===== config.mk =====
export PLATFORM = sky130hd
export DESIGN_NAME = imem_loader
export DESIGN_NICKNAME = d
export VERILOG_FILES = /design/src/rtl/imem_loader.sv
export SDC_FILE = /design/constraint.sdc
export NUM_CORES = 1
export LEC_CHECK = 0
export ABC_AREA = 1
export CORE_ASPECT_RATIO = 0.9
export CORE_MARGIN = 5
export CORE_UTILIZATION = 45
export DETAILED_ROUTE_END_ITERATION = 6
export PLACE_DENSITY_LB_ADDON = 0.15
export SYNTH_ARGS = -nofsm -noshare
export SYNTH_HDL_FRONTEND = slang
export SYNTH_SLANG_ARGS = --single-unit

===== constraint.sdc =====
create_clock -name clk -period 1.7 [get_ports clk]
set_clock_uncertainty 0.1 [all_clocks]
set_input_delay 0.17 -clock clk [delete_from_list [all_inputs] [get_ports clk]]
set_output_delay 0.17 -clock clk [all_outputs]
set_load 0.01 [all_outputs]

===== src/rtl/imem_loader.sv =====
// imem_loader: assembles big-endian 16-bit words from a byte stream and writes them into instruction RAM.
// Optional trailing XOR checksum byte is enabled by defining IMEM_LOADER_CHECKSUM_EN.
module imem_loader #(
    parameter int ADDR_W = 4,
    parameter int DEPTH  = 2**ADDR_W
) (
    input  logic              clk,
    input  logic              rst_n,
    input  logic              start,
    input  logic              abort,
    input  logic [7:0]        byte_in,
    input  logic              byte_valid,
    output logic              byte_ready,
    output logic              wr_en,
    output logic [ADDR_W-1:0] wr_addr,
    output logic [15:0]       wr_data,
    output logic              cpu_hold,
    output logic              load_done,
    output logic [ADDR_W:0]   word_count,
    output logic              err
);
    typedef enum logic [2:0] {IDLE, LOAD_HI, LOAD_LO, WRITE, CHECK, DONE} state_t;
    localparam logic [ADDR_W:0] LAST = (ADDR_W+1)'(DEPTH - 1);
    localparam logic [ADDR_W:0] FULL = (ADDR_W+1)'(DEPTH);
    state_t            state_q, state_d;
    logic [15:0]       data_q, data_d;
    logic [ADDR_W:0]   count_q, count_d;
    logic              take;
    assign byte_ready = state_q inside {LOAD_HI, LOAD_LO, CHECK};
    assign take       = byte_valid && byte_ready && !abort;
    assign wr_en      = state_q == WRITE;
    assign wr_addr    = count_q[ADDR_W-1:0];
    assign wr_data    = data_q;
    assign cpu_hold   = state_q != DONE;
    assign load_done  = state_q == DONE;
    assign word_count = count_q;
`ifdef IMEM_LOADER_CHECKSUM_EN
    logic [7:0] csum_q, csum_d;
    logic       err_q, err_d;
    assign err = err_q;
`else
    assign err = 1'b0;
`endif
    always_comb begin
        state_d = state_q;
        data_d  = data_q;
        count_d = count_q;
`ifdef IMEM_LOADER_CHECKSUM_EN
        csum_d  = csum_q;
        err_d   = err_q;
`endif
        if (abort) begin
            state_d = IDLE;
        end else begin
            case (state_q)
                IDLE, DONE: if (start) begin
                    state_d = LOAD_HI;
                    count_d = '0;
`ifdef IMEM_LOADER_CHECKSUM_EN
                    csum_d  = '0;
                    err_d   = 1'b0;
`endif
                end
                LOAD_HI: if (take) begin
                    data_d[15:8] = byte_in;
                    state_d      = LOAD_LO;
`ifdef IMEM_LOADER_CHECKSUM_EN
                    csum_d       = csum_q ^ byte_in;
`endif
                end
                LOAD_LO: if (take) begin
                    data_d[7:0] = byte_in;
                    state_d     = WRITE;
`ifdef IMEM_LOADER_CHECKSUM_EN
                    csum_d      = csum_q ^ byte_in;
`endif
                end
                WRITE: begin
                    count_d = (count_q == FULL) ? count_q : count_q + 1'b1;
`ifdef IMEM_LOADER_CHECKSUM_EN
                    state_d = (count_q < LAST) ? LOAD_HI : CHECK;
`else
                    state_d = (count_q < LAST) ? LOAD_HI : DONE;
`endif
                end
`ifdef IMEM_LOADER_CHECKSUM_EN
                CHECK: if (take) begin
                    state_d = (byte_in == csum_q) ? DONE : IDLE;
                    err_d   = byte_in != csum_q;
                end
`endif
                default: state_d = IDLE;
            endcase
        end
    end
    always_ff @(posedge clk or negedge rst_n) begin
        if (!rst_n) begin
            state_q <= IDLE;
            data_q  <= '0;
            count_q <= '0;
        end else begin
            state_q <= state_d;
            data_q  <= data_d;
            count_q <= count_d;
        end
    end
`ifdef IMEM_LOADER_CHECKSUM_EN
    always_ff @(posedge clk or negedge rst_n) begin
        if (!rst_n) begin
            csum_q <= '0;
            err_q  <= 1'b0;
        end else begin
            csum_q <= csum_d;
            err_q  <= err_d;
        end
    end
`endif
endmodule


==> impl_metrics.py <==
metrics = {
    "status": {
        "status": "complete, no violations",
    },
    "global_routing": {
        "grt_usage": 0.1531,
        "grt_pass1_vias": 1167,
        "gr-total-overflow": 0,
        "grt_pass1_wl_um": 5140,
        "antenna_found_initial": 0,
        "grt_start_max_net_pins": 25,
    },
    "finish": {
        "num_antenna_cells": 0,
        "final_util": 0.6178,
        "fillers": 286,
        "design_area_sq_um": 1851,
        "drive_gt1_frac": 0.2293,
        "area_delta_synth_final_pct": 35.07,
        "final_nets": 221,
    },
    "route": {
        "drt_iter0_drc": 37,
        "routed_via_density": 4.648,
        "ant_nets": 0,
        "vias": 1148,
        "post-route-drc-count": 0,
        "first_pass_iters": 4,
        "drt_wl_total_um": 2913,
        "post_drt_wl_per_cell_um": 11.79,
    },
    "synthesis": {
        "syn_inst": 163,
        "yosys-top-cells-area": "dfrtp_1 (44%), nand2_1 (12%), inv_1 (5.5%)",
        "avgSynthCellArea_sq_um": 8.405,
        "synth_cell_types": 24,
        "syn-num-nets": 178,
        "ys_seq_area_frac": 0.4384,
        "ys_ff_latch": 24,
        "syn_area_sq_um": 1370,
        "synth_top_area_frac": 0.4384,
        "ys_warn_count": 0,
        "synth_top_cell_by_area": "dfrtp_1",
    },
    "sta": {
        "setup_viol": 0,
        "fin_crit_ns": 1.624,
        "grt_setup_unrepaired": "true",
        "fmax_mhz": 615.9,
        "finalHoldViolations": 0,
        "maxSlewViolCount": 0,
        "timing.hold.ws_ns": 0.1050,
        "fin_crit_sh": 0.9551,
    },
    "critical_path": {
        "max_stage_delay_ns": 0.45,
        "critPathLaunchType": "register",
        "criticalPathCategory": "register to output port",
        "cp_cell_sequence": "buf_6 -> nand3b_4 -> nand2_2 -> or2_1 -> buf_2",
        "crit_slowest_cell": "dfrtp_2",
        "cp-end-kind": "output port",
        "r2r_start": "word_count[0]$_DFFE_PN0P_",
        "required_ns": 1.43,
        "critPathTopFamily": "flip-flops",
        "critPathBufInv": 2,
        "cp.arrival_ns": 1.35,
        "crit_start": "state_q[1]$_DFFE_PN0P_",
        "crit_fanout": 4,
    },
    "job": {
        "cap_viol_max_count": 0,
    },
    "cts": {
        "clockRootBuffer": "clkbuf_4",
        "clock_latency_ns": 0.30,
        "h-tree-depth": 1,
        "cts_inserted_buffers": 3,
        "path_clk_slew_ns": 0.13,
        "cts_tree": "done",
        "clock-sinks": 24,
        "ctsHoldBuffers": 0,
        "clock_path_buffers": 2,
    },
    "floorplan": {
        "core_area_sq_um": 2995,
        "fp.dieW_um": 68.16,
        "rows": 19,
        "die_h_um": 62.35,
        "initial_core_util": 0.4574,
        "io_pins": 43,
        "die-area_sq_um": 4249,
    },
    "placed_design": {
        "place_hpwl_um": 2231,
        "io_buffer_count": 41,
        "dpl-instance-area_sq_um": 1783,
        "place.gp.congestion": 0.8492,
    },
    "hold_path": {
        "hp-class": "primary input to asynchronous set/reset pin",
    },
    "power_and_ir_drop": {
        "ir_worst_vdd_uv": 873.8,
        "power_density_nw_per_um2": 1394,
        "leakage_nw": 0.9087,
    },
}
==> Yosys cell counts, drive strengths merged <==
cell,n
nand2,53
ha,2
nor2,5
conb,1
o21ai,19
or2,1
inv,25
nand3,13
dfrtp,24
a21oi,2
nor3,1
nand3b,1
nand4,6
buf,10
==> worst register-to-register path, cell delays in order, from the launching register on <==
cell	delay, ns
dfrtp_2	0.45
inv_1	0.09
ha_1	0.20
nand2_1	0.06
inv_1	0.04
nand2_1	0.06
nand2_2	0.07
nand2_4	0.10
nand3_4	0.09
nand2_1	0.07
nand2_1	0.06
==> metal layers <==
| metal | GRT usage | part of all wire |
|---|---|---|
| met1 | 0.2000 | 0.44 |
| met2 | 0.2563 | 0.51 |
| met3 | 0.02342 | 0.049 |
| met4 | 0.04467 | 0.0055 |
| met5 | 0 | 0 |
==> registers in the layout, summed over array words and instances (netlist names) <==
| signal | cells |
|---|---|
| state_q | 3 |
| word_count | 5 |
| wr_data | 16 |
==> where the power goes <==
part           internal, mW  leakage [nW]  switching (mW)  total [mW]
clock                 0.131        0.0210           0.162       0.292
sequential            0.786         0.305           0.144       0.930
combinational         0.700         0.582           0.658        1.36
==> final timing paths <==
path                            cells past startpoint                         to  slack [ns]
worst max-delay path                                5                 byte_ready        0.08
worst min-delay path                                2    wr_data[11]$_DFFE_PN0P_        0.10
worst max register to register                     10  word_count[3]$_DFFE_PN0P_        0.23
worst min register to register                      2    wr_data[14]$_DFFE_PN0P_        0.39
max in group asynchronous                           2  word_count[3]$_DFFE_PN0P_        1.14
min in group clk                                    3    wr_data[12]$_DFFE_PN0P_        0.32
==> cell usage in the layout (no fill, tap or decap), drive strengths merged, types with 4 or more instances in the layout <==
| cell | count |
|---|---|
| buf | 8 |
| nand2 | 53 |
| inv | 25 |
| clkbuf | 4 |
| nand4 | 6 |
| nor2 | 5 |
| clkdlybuf4s50 | 37 |
| nand3 | 13 |
| dfrtp | 24 |
| o21ai | 19 |
==> cell families (layout without fill, tap and decap cells) <==
family | Yosys count | count (layout) | synth area share
AOI/OAI and AO/OA | 21 | 21 | 0.09863
adders and majority gates | 2 | 2 | 0.01826
buffers and inverters | 35 | 77 | 0.1324
DFF | 24 | 24 | 0.4384
other | 1 | 1 | 0.002737
and+or+nand+nor | 80 | 80 | 0.3096
==> stage by stage <==
step | worst slack [ns] | total power [mW] | TNS, ns | instances
global placement | 0.1043 | 2.216 | 0 | 241
detailed placement | 0.08297 | 2.262 | 0 | 241
finish | 0.07628 | 2.580 | 0 | 247
floorplan | 0.2900 | 1.678 | 0 | 163
CTS | 0.01332 | 2.580 | 0 | 247
global route | -0.005758 | 2.798 | -0.01093 | 247
==> timing repair <==
action,4_1_cts,5_1_grt
cloned,0,0
buffers inserted,2,0
hold endpoints to repair,0,0
setup endpoints to repair,6,8
pin swaps,0,1
gates resized for setup,9,8
==> final cells by class <==
type	instances	area, sq um	area share
Clock buffer	4	36.28	0.01961
Inverter	25	93.84	0.05071
Multi-Input combinational cell	104	598.1	0.3232
Sequential cell	24	606.8	0.3279
Tap cell	42	52.55	0.02840
Timing Repair Buffer	48	462.9	0.2502
Power figures use the tool's default switching activity.
